$ cat src/rtl/cnn_pkg.sv
// Shared definitions for the CNN result writeback path: index-width helper,
// LACC transfer size encoding and arbitration mode encodings.
package cnn_pkg;

  localparam logic [1:0] SIZE_WORD   = 2'b10;
  localparam logic       MODE_STRICT = 1'b0;
  localparam logic       MODE_SKIP   = 1'b1;

  function automatic int CH_IDX_W(input int n);
    return (n > 1) ? $clog2(n) : 1;
  endfunction

endpackage

$ cat src/rtl/cnn_res_writeback_if.sv
// LACC data-port write channel as seen by the result writeback stage.
interface cnn_res_writeback_if #(
  parameter int ADDR_W = 32,
  parameter int DATA_W = 32,
  parameter int CH_W   = 2
);

  logic              bus_busy;
  logic              wr_valid;
  logic              wr_ready;
  logic [ADDR_W-1:0] wr_addr;
  logic [DATA_W-1:0] wr_data;
  logic [CH_W-1:0]   wr_ch;

  modport master (
    input  bus_busy, wr_ready,
    output wr_valid, wr_addr, wr_data, wr_ch
  );

  modport slave (
    output bus_busy, wr_ready,
    input  wr_valid, wr_addr, wr_data, wr_ch
  );

endinterface

$ cat src/rtl/cnn_res_fifo.sv
// Per-channel result FIFO; head/tail carry an extra wrap bit to tell full from empty.
module cnn_res_fifo #(
  parameter int DATA_W = 32,
  parameter int DEPTH  = 4
) (
  input  logic              clk,
  input  logic              rst,
  input  logic              clr_i,
  input  logic              push_i,
  input  logic [DATA_W-1:0] wdata_i,
  input  logic              pop_i,
  output logic [DATA_W-1:0] rdata_o,
  output logic              full_o,
  output logic              empty_o
);

  localparam int PTR_W = $clog2(DEPTH);
  localparam logic [PTR_W:0] PTR_ONE = {{PTR_W{1'b0}}, 1'b1};

  logic [DATA_W-1:0] mem_q [DEPTH];
  logic [PTR_W:0]    head_q, head_d;
  logic [PTR_W:0]    tail_q, tail_d;
  logic              do_push, do_pop;

  assign empty_o = (head_q == tail_q);
  assign full_o  = (head_q[PTR_W] != tail_q[PTR_W]) &&
                   (head_q[PTR_W-1:0] == tail_q[PTR_W-1:0]);
  assign do_push = push_i & ~full_o;
  assign do_pop  = pop_i & ~empty_o;
  assign rdata_o = mem_q[head_q[PTR_W-1:0]];

  always_comb begin
    head_d = head_q;
    tail_d = tail_q;
    if (clr_i) begin
      head_d = '0;
      tail_d = '0;
    end else begin
      if (do_push) tail_d = tail_q + PTR_ONE;
      if (do_pop)  head_d = head_q + PTR_ONE;
    end
  end

  always_ff @(posedge clk or posedge rst) begin
    if (rst) begin
      head_q <= '0;
      tail_q <= '0;
    end else begin
      head_q <= head_d;
      tail_q <= tail_d;
    end
  end

  // Storage is data only; validity is tracked entirely by the pointers.
  always_ff @(posedge clk) begin
    if (do_push && !clr_i) mem_q[tail_q[PTR_W-1:0]] <= wdata_i;
  end

endmodule

$ cat src/rtl/cnn_res_writeback.sv
// Buffers per-channel conv/pool results and drains them round-robin to the
// shared LACC data port, with per-channel base address and stride.
module cnn_res_writeback
  import cnn_pkg::*;
#(
  parameter int CH_NUM   = 4,
  parameter int DEPTH    = 4,
  parameter int DATA_W   = 32,
  parameter int ADDR_W   = 32,
  parameter int STRIDE_W = 16,
  localparam int CH_W    = CH_IDX_W(CH_NUM)
) (
  input  logic                     clk,
  input  logic                     rst,
  input  logic                     flush,
  input  logic                     start,
  input  logic                     mode,
  input  logic                     cfg_we,
  input  logic [CH_W-1:0]          cfg_ch,
  input  logic [ADDR_W-1:0]        cfg_addr,
  input  logic [STRIDE_W-1:0]      cfg_stride,
  input  logic [CH_NUM-1:0]        in_valid,
  input  logic [CH_NUM*DATA_W-1:0] in_data,
  output logic                     in_stall,
  cnn_res_writeback_if.master      bus,
  output logic                     empty,
  output logic [31:0]              wr_cnt
);

  logic [CH_NUM-1:0] fifo_full, fifo_empty, fifo_push, fifo_pop;
  logic [DATA_W-1:0] fifo_rdata [CH_NUM];

  logic [CH_W-1:0]     rr_q, rr_d;
  logic                lock_q, lock_d;
  logic [CH_W-1:0]     lock_ch_q, lock_ch_d;
  logic [31:0]         wr_cnt_q, wr_cnt_d;
  logic [ADDR_W-1:0]   addr_q [CH_NUM];
  logic [ADDR_W-1:0]   addr_d [CH_NUM];
  logic [STRIDE_W-1:0] stride_q [CH_NUM];
  logic [STRIDE_W-1:0] stride_d [CH_NUM];

  logic [CH_W-1:0] grant, scan_idx;
  logic            scan_found;
  logic            hs;

  assign in_stall = |fifo_full;
  assign empty    = &fifo_empty;
  assign wr_cnt   = wr_cnt_q;

  for (genvar i = 0; i < CH_NUM; i++) begin : g_ch
    assign fifo_push[i] = in_valid[i] & ~in_stall & ~flush;
    assign fifo_pop[i]  = hs & ~flush & (grant == CH_W'(i));

    cnn_res_fifo #(
      .DATA_W (DATA_W),
      .DEPTH  (DEPTH)
    ) u_fifo (
      .clk     (clk),
      .rst     (rst),
      .clr_i   (flush),
      .push_i  (fifo_push[i]),
      .wdata_i (in_data[i*DATA_W +: DATA_W]),
      .pop_i   (fifo_pop[i]),
      .rdata_o (fifo_rdata[i]),
      .full_o  (fifo_full[i]),
      .empty_o (fifo_empty[i])
    );
  end

  // A registered lock overrides both modes so a stalled request never changes target.
  always_comb begin
    grant      = rr_q;
    scan_idx   = rr_q;
    scan_found = 1'b0;
    if (lock_q) begin
      grant = lock_ch_q;
    end else if (mode == MODE_SKIP) begin
      for (int k = 0; k < CH_NUM; k++) begin
        scan_idx = CH_W'((int'(rr_q) + k) % CH_NUM);
        if (!scan_found && !fifo_empty[scan_idx]) begin
          grant      = scan_idx;
          scan_found = 1'b1;
        end
      end
    end
  end

  assign bus.wr_valid = ~bus.bus_busy & ~fifo_empty[grant];
  assign bus.wr_ch    = grant;
  assign bus.wr_addr  = addr_q[grant];
  assign bus.wr_data  = fifo_empty[grant] ? '0 : fifo_rdata[grant];
  assign hs           = bus.wr_valid & bus.wr_ready;

  always_comb begin
    rr_d      = rr_q;
    lock_d    = lock_q;
    lock_ch_d = lock_ch_q;
    wr_cnt_d  = wr_cnt_q;
    addr_d    = addr_q;
    stride_d  = stride_q;
    if (flush) begin
      rr_d     = '0;
      lock_d   = 1'b0;
      wr_cnt_d = '0;
    end else begin
      if (hs) begin
        rr_d           = (grant == CH_W'(CH_NUM - 1)) ? '0 : grant + CH_W'(1);
        lock_d         = 1'b0;
        addr_d[grant]  = addr_q[grant] + ADDR_W'(stride_q[grant]);
        if (wr_cnt_q != '1) wr_cnt_d = wr_cnt_q + 32'd1;
      end else if (bus.wr_valid && !bus.wr_ready) begin
        lock_d    = 1'b1;
        lock_ch_d = grant;
      end
      if (cfg_we) begin
        addr_d[cfg_ch]   = cfg_addr;
        stride_d[cfg_ch] = cfg_stride;
      end
      if (start) begin
        rr_d     = '0;
        lock_d   = 1'b0;
        wr_cnt_d = '0;
      end
    end
  end

  always_ff @(posedge clk or posedge rst) begin
    if (rst) begin
      rr_q      <= '0;
      lock_q    <= 1'b0;
      lock_ch_q <= '0;
      wr_cnt_q  <= '0;
      for (int i = 0; i < CH_NUM; i++) begin
        addr_q[i]   <= '0;
        stride_q[i] <= '0;
      end
    end else begin
      rr_q      <= rr_d;
      lock_q    <= lock_d;
      lock_ch_q <= lock_ch_d;
      wr_cnt_q  <= wr_cnt_d;
      addr_q    <= addr_d;
      stride_q  <= stride_d;
    end
  end

endmodule

$ cat src/flat_wrapper.sv
// flat-port wrapper written by rule: the top's interface ports become plain ports
module cnn_res_writeback_flat import cnn_pkg::*;
#(
  parameter int CH_NUM   = 4,
  parameter int DEPTH    = 4,
  parameter int DATA_W   = 32,
  parameter int ADDR_W   = 32,
  parameter int STRIDE_W = 16,
  localparam int CH_W    = CH_IDX_W(CH_NUM)
)
  (clk, rst, flush, start, mode, cfg_we, cfg_ch, cfg_addr, cfg_stride, in_valid, in_data, in_stall, empty, wr_cnt, bus_bus_busy, bus_wr_ready, bus_wr_valid, bus_wr_addr, bus_wr_data, bus_wr_ch);
  cnn_res_writeback_if #(.ADDR_W(ADDR_W), .DATA_W(DATA_W), .CH_W(2)) bus_i ();
  input  logic clk;
  input  logic rst;
  input  logic flush;
  input  logic start;
  input  logic mode;
  input  logic cfg_we;
  input  logic [CH_W-1:0] cfg_ch;
  input  logic [ADDR_W-1:0] cfg_addr;
  input  logic [STRIDE_W-1:0] cfg_stride;
  input  logic [CH_NUM-1:0] in_valid;
  input  logic [CH_NUM*DATA_W-1:0] in_data;
  output logic in_stall;
  output logic empty;
  output logic [31:0] wr_cnt;
  input wire logic [$bits(bus_i.bus_busy)-1:0] bus_bus_busy;
  input wire logic [$bits(bus_i.wr_ready)-1:0] bus_wr_ready;
  output wire logic [$bits(bus_i.wr_valid)-1:0] bus_wr_valid;
  output wire logic [$bits(bus_i.wr_addr)-1:0] bus_wr_addr;
  output wire logic [$bits(bus_i.wr_data)-1:0] bus_wr_data;
  output wire logic [$bits(bus_i.wr_ch)-1:0] bus_wr_ch;
  assign bus_i.bus_busy = bus_bus_busy;
  assign bus_i.wr_ready = bus_wr_ready;
  assign bus_wr_valid = bus_i.wr_valid;
  assign bus_wr_addr = bus_i.wr_addr;
  assign bus_wr_data = bus_i.wr_data;
  assign bus_wr_ch = bus_i.wr_ch;
  cnn_res_writeback #(.CH_NUM(CH_NUM), .DEPTH(DEPTH), .DATA_W(DATA_W), .ADDR_W(ADDR_W), .STRIDE_W(STRIDE_W)) u_core (.clk(clk), .rst(rst), .flush(flush), .start(start), .mode(mode), .cfg_we(cfg_we), .cfg_ch(cfg_ch), .cfg_addr(cfg_addr), .cfg_stride(cfg_stride), .in_valid(in_valid), .in_data(in_data), .in_stall(in_stall), .bus(bus_i), .empty(empty), .wr_cnt(wr_cnt));
endmodule
$ cat config.mk
export PLATFORM = sky130hd
export DESIGN_NAME = cnn_res_writeback_flat
export DESIGN_NICKNAME = d
export VERILOG_FILES = /design/src/rtl/cnn_pkg.sv /design/src/rtl/cnn_res_writeback_if.sv /design/src/rtl/cnn_res_fifo.sv /design/src/rtl/cnn_res_writeback.sv /design/src/flat_wrapper.sv
export SDC_FILE = /design/constraint.sdc
export NUM_CORES = 1
export LEC_CHECK = 0
export CAP_MARGIN = 30
export CORE_MARGIN = 5
export CORE_UTILIZATION = 63
export CTS_CLUSTER_SIZE = 12
export DETAILED_ROUTE_END_ITERATION = 8
export GPL_TIMING_DRIVEN = 1
export PLACE_DENSITY = 0.86
export SYNTH_ARGS = -nofsm -noshare
export SYNTH_HDL_FRONTEND = slang
export SYNTH_SLANG_ARGS = --single-unit
$ cat constraint.sdc
create_clock -name clk -period 12 [get_ports clk]
set_input_delay 1.2 -clock clk [delete_from_list [all_inputs] [get_ports clk]]
set_output_delay 1.2 -clock clk [all_outputs]
set_load 0.01 [all_outputs]
# Word-level counts from Yosys, hierarchy flattened

Memories as Yosys holds them, arrays and structs flattened.
Index checks and enable logic that the tools add are counted.
Widths: inputs -> output; s select.

Bits in latches: 0
Memories kept: 4
Bits of input ports: 190
Output and inout port bits: 101
Bits in read-only memories: 0
Memory bits (writable): 512
Register bits after elaboration: 253
Word-level logic and storage cells: 222

$mul: 0
$lt $le $gt $ge: 9
Reductions and logical operators: 39
Bitwise operators: 38
Shifts and indexed selects: 0
Equal/unequal tests: 16
Div/mod/pow operators: 0
Mux-type cells: 82
$add $sub $neg: 14

Memory list:

| memory                      | depth | bits a word | read ports | clocked after memory_dff | write ports | line               | RTL |
|---|---|---|---|---|---|---|---|
| u_core.g_ch[0].u_fifo.mem_q | 4     | 32          | 1          | 0                        | 1           | cnn_res_fifo.sv:20 | `logic [DATA_W-1:0] mem_q [DEPTH];` |
| u_core.g_ch[1].u_fifo.mem_q | 4     | 32          | 1          | 0                        | 1           | cnn_res_fifo.sv:20 |  |
| u_core.g_ch[2].u_fifo.mem_q | 4     | 32          | 1          | 0                        | 1           | cnn_res_fifo.sv:20 |  |
| u_core.g_ch[3].u_fifo.mem_q | 4     | 32          | 1          | 0                        | 1           | cnn_res_fifo.sv:20 |  |

Operators with widths:

| cell                  | count |
|---|---|
| $mux 128              | 3 |
| $mux 32               | 11 |
| $bwmux 128            | 2 |
| $bmux 32 s2           | 2 |
| $demux 32 s2          | 2 |
| $bwmux 64             | 1 |
| $mux 16               | 3 |
| $mux 3                | 16 |
| $add 32x1->32 const B | 1 |
| $add 32x16->32        | 1 |
| $bmux 16 s2           | 1 |
| $demux 16 s2          | 1 |
| $ne 32x32->1 const B  | 1 |
| $mux 1                | 26 |
| $add 3x1->3 const B   | 8 |
| $and 1x1->1           | 23 |
| $mux 2                | 9 |
| $reduce_bool 2->1     | 8 |
| $lt 2x3->1 const B    | 5 |
| $logic_and 1x1->1     | 14 |
| $not 1->1             | 13 |
| $eq 3x3->1            | 4 |
| $bmux 1 s2            | 5 |
| $eq 2x2->1            | 4 |
| other kinds (16)      | 34 |

# Longest topological paths before layout

Word-level depth: 31
Mapped depth: 30
Mapped depth without buffers: 24

# By module

From an unflattened synthesis, not the netlist that was laid out.

Cell total of the unflattened synthesis: 2573
Area total of the unflattened synthesis: 34615.7 sq um

Modules (own cells, without submodules):

| module                                    | cells an instance | times used | seq. area each (sq um) | area an instance (sq um) |
|---|---|---|---|---|
| cnn_res_fifo at u_core.g_ch[0].u_fifo ... | 231               | 3          | 3993.8                 | 5165.0 |
| cnn_res_writeback                         | 1648              | 1          | 5730.5                 | 13932.1 |
| cnn_res_fifo at u_core.g_ch[2].u_fifo     | 232               | 1          | 3993.8                 | 5188.7 |

# Worst setup path after synthesis

OpenSTA, ideal clock, no wires.

Path kind: input-to-reg
Start: in mode
End: reg u_core.addr_q[114] (netlist bit)
Stages: 29
Required time: 11.858 ns
Arrival time: 6.570 ns
Slack: 5.287 ns
Library setup time: 0.142 ns
Path buffers: 6
Cells stage by stage: nand2_1 > o41ai_1 > o31ai_1 > a41oi_1 > nand3_4 > buf_6 > buf_8 > buf_4 > inv_1 > buf_2 > clkbuf_1 > clkbuf_1 > nand2_1 > a31oi_1 > ha_1 > inv_1 > fa_1 > nor2b_1 > o21ai_0 > a21boi_0 > o21ai_0 > a21oi_1 > o21ai_0 > a21oi_1 > o22ai_1 > a21oi_1 > o211ai_1 > xnor2_1 > o221ai_1

Word-level cells in the longest chain between the ends: 12

RTL lines:

| item                     | line                     | RTL |
|---|---|---|
| start: declaration       | flat_wrapper.sv:17       | `input logic mode;` |
| $mux 2 (*)               | cnn_res_writeback.sv:77  | `end else if (mode == MODE_SKIP) begin` |
| $mux 2 (*)               | cnn_res_writeback.sv:75  | `if (lock_q) begin` |
| $not 2->3 (*)            | -                        |  |
| $bmux 32 s2 (*)          | -                        |  |
| $mux 32 (*) (2 in a row) | -                        |  |
| net bus_wr_addr[0]       | flat_wrapper.sv:30       | `output wire logic [$bits(bus_i.wr_addr)-1:0] bus_wr_addr;` |
| $add 32x16->32 (*)       | cnn_res_writeback.sv:109 | `addr_d[grant] = addr_q[grant] + ADDR_W'(stride_q[grant]);` |
| $bwmux 128 (*)           | cnn_res_writeback.sv:109 |  |
| $mux 128 (*)             | cnn_res_writeback.sv:106 | `if (hs) begin` |
| $mux 128 (*)             | cnn_res_writeback.sv:101 | `if (flush) begin` |
| $bwmux 128               | cnn_res_writeback.sv:116 | `addr_d[cfg_ch] = cfg_addr;` |
| $mux 128 (*)             | cnn_res_writeback.sv:115 | `if (cfg_we) begin` |
| end signal: assignment   | cnn_res_writeback.sv:142 | `addr_q <= addr_d;` |
| end: declaration         | cnn_res_writeback.sv:37  | `logic [ADDR_W-1:0] addr_q [CH_NUM];` |

Mark *: on every way through the listed nets, which the timed path passes. The rest lies on a longest branch. The select of a mux whose other input is x is not followed.
A chain may end at the register's enable or synchronous reset.

# Final worst setup path

Start: reg u_core.g_ch[1].u_fifo.head_q[0]
End: reg u_core.addr_q[125] (netlist bit)

Word-level cells in the longest chain between the ends: 31

RTL lines:

| item                                                     | line                     | RTL |
|---|---|---|
| start: declaration                                       | cnn_res_fifo.sv:21       | `logic [PTR_W:0] head_q, head_d;` |
| start signal: assignment                                 | cnn_res_fifo.sv:46       | `head_q <= '0;` |
| start signal: assignment                                 | cnn_res_fifo.sv:49       | `head_q <= head_d;` |
| $eq 3x3->1 (*)                                           | cnn_res_fifo.sv:25       | `assign empty_o = (head_q == tail_q);` |
| $bmux 1 s2                                               | cnn_res_writeback.sv:80  | `if (!scan_found && !fifo_empty[scan_idx]) begin` |
| $mux 1 (not written as such)                             | cnn_res_writeback.sv:80  |  |
| $mux 1                                                   | cnn_res_writeback.sv:80  |  |
| $mux 1                                                   | cnn_res_writeback.sv:77  |  |
| $mux 1                                                   | cnn_res_writeback.sv:75  |  |
| $logic_not 1->1                                          | cnn_res_writeback.sv:80  |  |
| $logic_and 1x1->1                                        | cnn_res_writeback.sv:80  |  |
| [... 15 more ...]                                        | -                        |  |
| $mux 32 (not written as such) (tied with other cells)    | cnn_res_writeback.sv:109 |  |
| $mux 32 (not written as such) or $mux 16 (tied branches) | cnn_res_writeback.sv:109 |  |
| $add 32x16->32 or $demux 32 s2 (tied branches)           | cnn_res_writeback.sv:109 |  |
| $bwmux 128                                               | cnn_res_writeback.sv:109 |  |
| $mux 128 (*)                                             | cnn_res_writeback.sv:106 |  |
| $mux 128 (*)                                             | cnn_res_writeback.sv:101 |  |
| $bwmux 128                                               | cnn_res_writeback.sv:116 |  |
| $mux 128 (*)                                             | cnn_res_writeback.sv:115 |  |

Mark *: on every way between the ends. The rest lies on a longest branch, timed or not. The select of a mux whose other input is x is not followed.

==> reports/results.ini <==
[synth]
yosys_warnings=0
async_reset_ff_share_pct=33.07
synth_area_per_cell_um2=13.85
synth_area_leaders=edfxtp_1 (46%), dfrtp_1 (19%), mux4_2 (8.5%)
syn-num-nets=2670
synth-seq-cells=765
synth_cells=2439
ys_seq_area_share_pct=64.28
yosysTopAreaCell=edfxtp_1
syn_area_um2=33770
synth_edf_count=512
ys_types=86
yosys_most_used_dff=edfxtp_1
yosysTopAreaCellShare_pct=45.53

[clock_network]
clk_latency_ns=0.66
clock_sinks=765
root_buffer=clkbuf_16
cts_hold_buf=0
post-cts-setup-buffers=0
cts.repair.resized=0
htreeDepth=3
cts_tree=built
cts.clk_slew.worst_paths_ns=0.06
numCtsBuffers=79
clock_path_buffers=3

[floorplanning]
die_h_um=241.5
dieArea_um2=58330
fp.dieW_um=241.5
core_region_area_um2=52870
start_util_pct=63.88
ios=291
rows=84

[setup_path]
worstPathArrival_ns=8.68
crit_fanout=67
critPathCaptureType=flop
cpPeakStageDelay_ns=0.78
rrSetupSlack_ns=3.78
worstSetupStartpointType=flop
crit_chain=buf_4 > xor2_1 > or3_1 > o311a_1 > or3_4 > nand3_4 > buf_4 > buf_4 > nand2_1 > and3_1 > a31oi_1 > ha_1 > a21oi_1 > nand2b_1 > a21boi_0 > o41a_1 > a31o_2 > o21ai_0 > a21oi_1 > a21oi_1 > and4b_1 > xnor2_1 > a21oi_1
slowest_stage=buf_4
crit_top_cell=a21oi_1
critical_path_class=flop to flop
worstPathRequired_ns=12.47

[sta]
finalSetupViolations=0
skew_ns=0.04052
rsz0062_at_grt=false
fmax_mhz=121.7
holdWs_ns=0.4872
slew-limit-headroom_pct=28.23
maxSlewViolCount=0
post-route-min-period_ns=8.215
period_share_pct=68.46
setup-tns-final_ns=0
report.final.hold_viol_count=0
worst_slack_ns=3.785
worstMarginPinSlew_ns=1.075

[drt]
wl_per_cell_um=28.30
postRouteAntennaNets=0
dr_total_vias=23670
dr.first_iter.drc_count=3024
drt_wl_total_um=97770
dr.pass1.iters=8
drcViolationCount=0
viasPerCell=6.849

[global_route]
grt_pass1_vias=24220
use_met2_pct=55.46
overflow=0
grtUsageMet3_pct=6.443
grt_use_total_pct=32.56
grt_max_degree=97
grtUsageMet1_pct=40.05
busiest_layer=met2
grt_pass1_wl_um=146500
antenna_found_initial=18

[run]
cap_violations=0

[status]
status=finished, final reports clean

[place]
place_area_um2=37340
dp.final_hpwl_um=59230
portBuffers=290
place_ws_ns=3.605
gp_congestion=0.8991

[worst_hold_path]
hp-class=flop to flop

[power_and_ir_drop]
p_per_area_nw_per_um2=210.7
power_mw=8.402
p_leak_nw=14.46
peakVddDrop_mv=0.1517

[final_layout]
mostFrequentLayoutCells=edfxtp_1 (512), nand2_1 (398), clkdlybuf4s50_1 (289), dfrtp_1 (249), mux4_2 (128)
finalNetCount=2947
fillers=2999
stdcell_area_um2=39880
area_growth_pct=18.10
final_common_cell=edfxtp_1
drive_gt1_share_pct=14.37

==> synthesized netlist by cell type (5+ instances only) <==
cell      instances
nand3_1          29
mux4_2          128
nand2b_1          6
mux2i_1          51
o21ai_1          11
nor4_1            7
or3_1             9
nor3_1           16
xnor2_1          31
clkbuf_1        111
a31oi_1          42
nor2b_1           6
nand2_1         398
nand4_1          11
o32ai_1          14
a22oi_1          25
inv_1            35
mux2_2           59
o221ai_1         10
buf_1            15
nor2_1          130
a311oi_1         33
o22ai_1          53
dfrtp_1         253
o211ai_1          9
buf_2            13
xor2_1           46
ha_1             40
a32oi_1           5
and2_1           16
edfxtp_1        512
a21o_1            7
a21oi_1          94
o21ai_0          42
and3_1           81
==> state kept, by name, indices dropped and copies added, names as in the netlist <==
name	cells
u_core.g_ch.u_fifo.head_q	12
u_core.wr_cnt	32
u_core.addr_q	128
u_core.lock_ch_q	2
u_core.g_ch.u_fifo.mem_q	512
u_core.rr_q	2
u_core.g_ch.u_fifo.tail_q	12
u_core.lock_q	1
u_core.stride_q	64
==> path summary, 6_finish.rpt <==
check                           cells after the start                            start                   to
min in group asynchronous                           2                              rst    u_core.wr_cnt[24]
worst min-delay path                                2              u_core.stride_q[30]  u_core.stride_q[30]
worst max register to register                     23  u_core.g_ch[1].u_fifo.head_q[0]   u_core.addr_q[125]
max in group asynchronous                           4                              rst    u_core.addr_q[27]
worst max-delay path                               23  u_core.g_ch[1].u_fifo.head_q[0]   u_core.addr_q[125]
worst min register to register                      2              u_core.stride_q[30]  u_core.stride_q[30]
==> final cells by class <==
type / instances / area (µm²) / area share (%)
antenna: 11 / 27.53 / 0.06902
sequential: 765 / 21710 / 54.44
clock inverter: 23 / 292.8 / 0.7341
timing repair buffer: 344 / 3393 / 8.508
clock buffer: 98 / 2130 / 5.339
multi-input combinational: 1491 / 11330 / 28.40
inverter: 35 / 141.4 / 0.3545
tap: 688 / 860.8 / 2.158
==> per-layer routing <==
metal | share of wire, % | vias up
li1 | - | 9776
met1 | 33 | 11750
met2 | 51 | 1712
met3 | 9.6 | 406
met4 | 6.3 | 18
met5 | 0.13 | -
==> stage by stage <==
step	utilization, %	std cells
2_1_floorplan	-	2439
3_3_place_gp	70.51	3314
3_5_place_dp	70.63	3318
4_1_cts	75.22	3439
5_1_grt	75.44	3454
6_report	75.44	3455
==> report_power, final <==
group	switching [mW]	internal (mW)
clock network	1.04	1.32
logic	1.68	1.08
registers	0.165	3.12
==> cells by family after synthesis <==
logic type	share of synthesized area [%]
AO/OA/AOI/OAI	7.795
XOR/XNOR	2.045
adder cells (fa/ha/maj)	1.541
buffers and inverters	2.267
flip-flops	64.28
multiplexers	12.14
AND/OR/NAND/NOR	9.937
==> worst max-delay path, delay by kind of cell (launching register included) <==
family,cells,cell delay (ns)
and+or+nand+nor,7,2.10
AOI/OAI and AO/OA,10,2.74
DFF,1,0.35
xor gates and xnor gates,2,0.47
buffers and inverters,3,2.05
adders and majority gates,1,0.28
(Power assumes the default switching activity.)
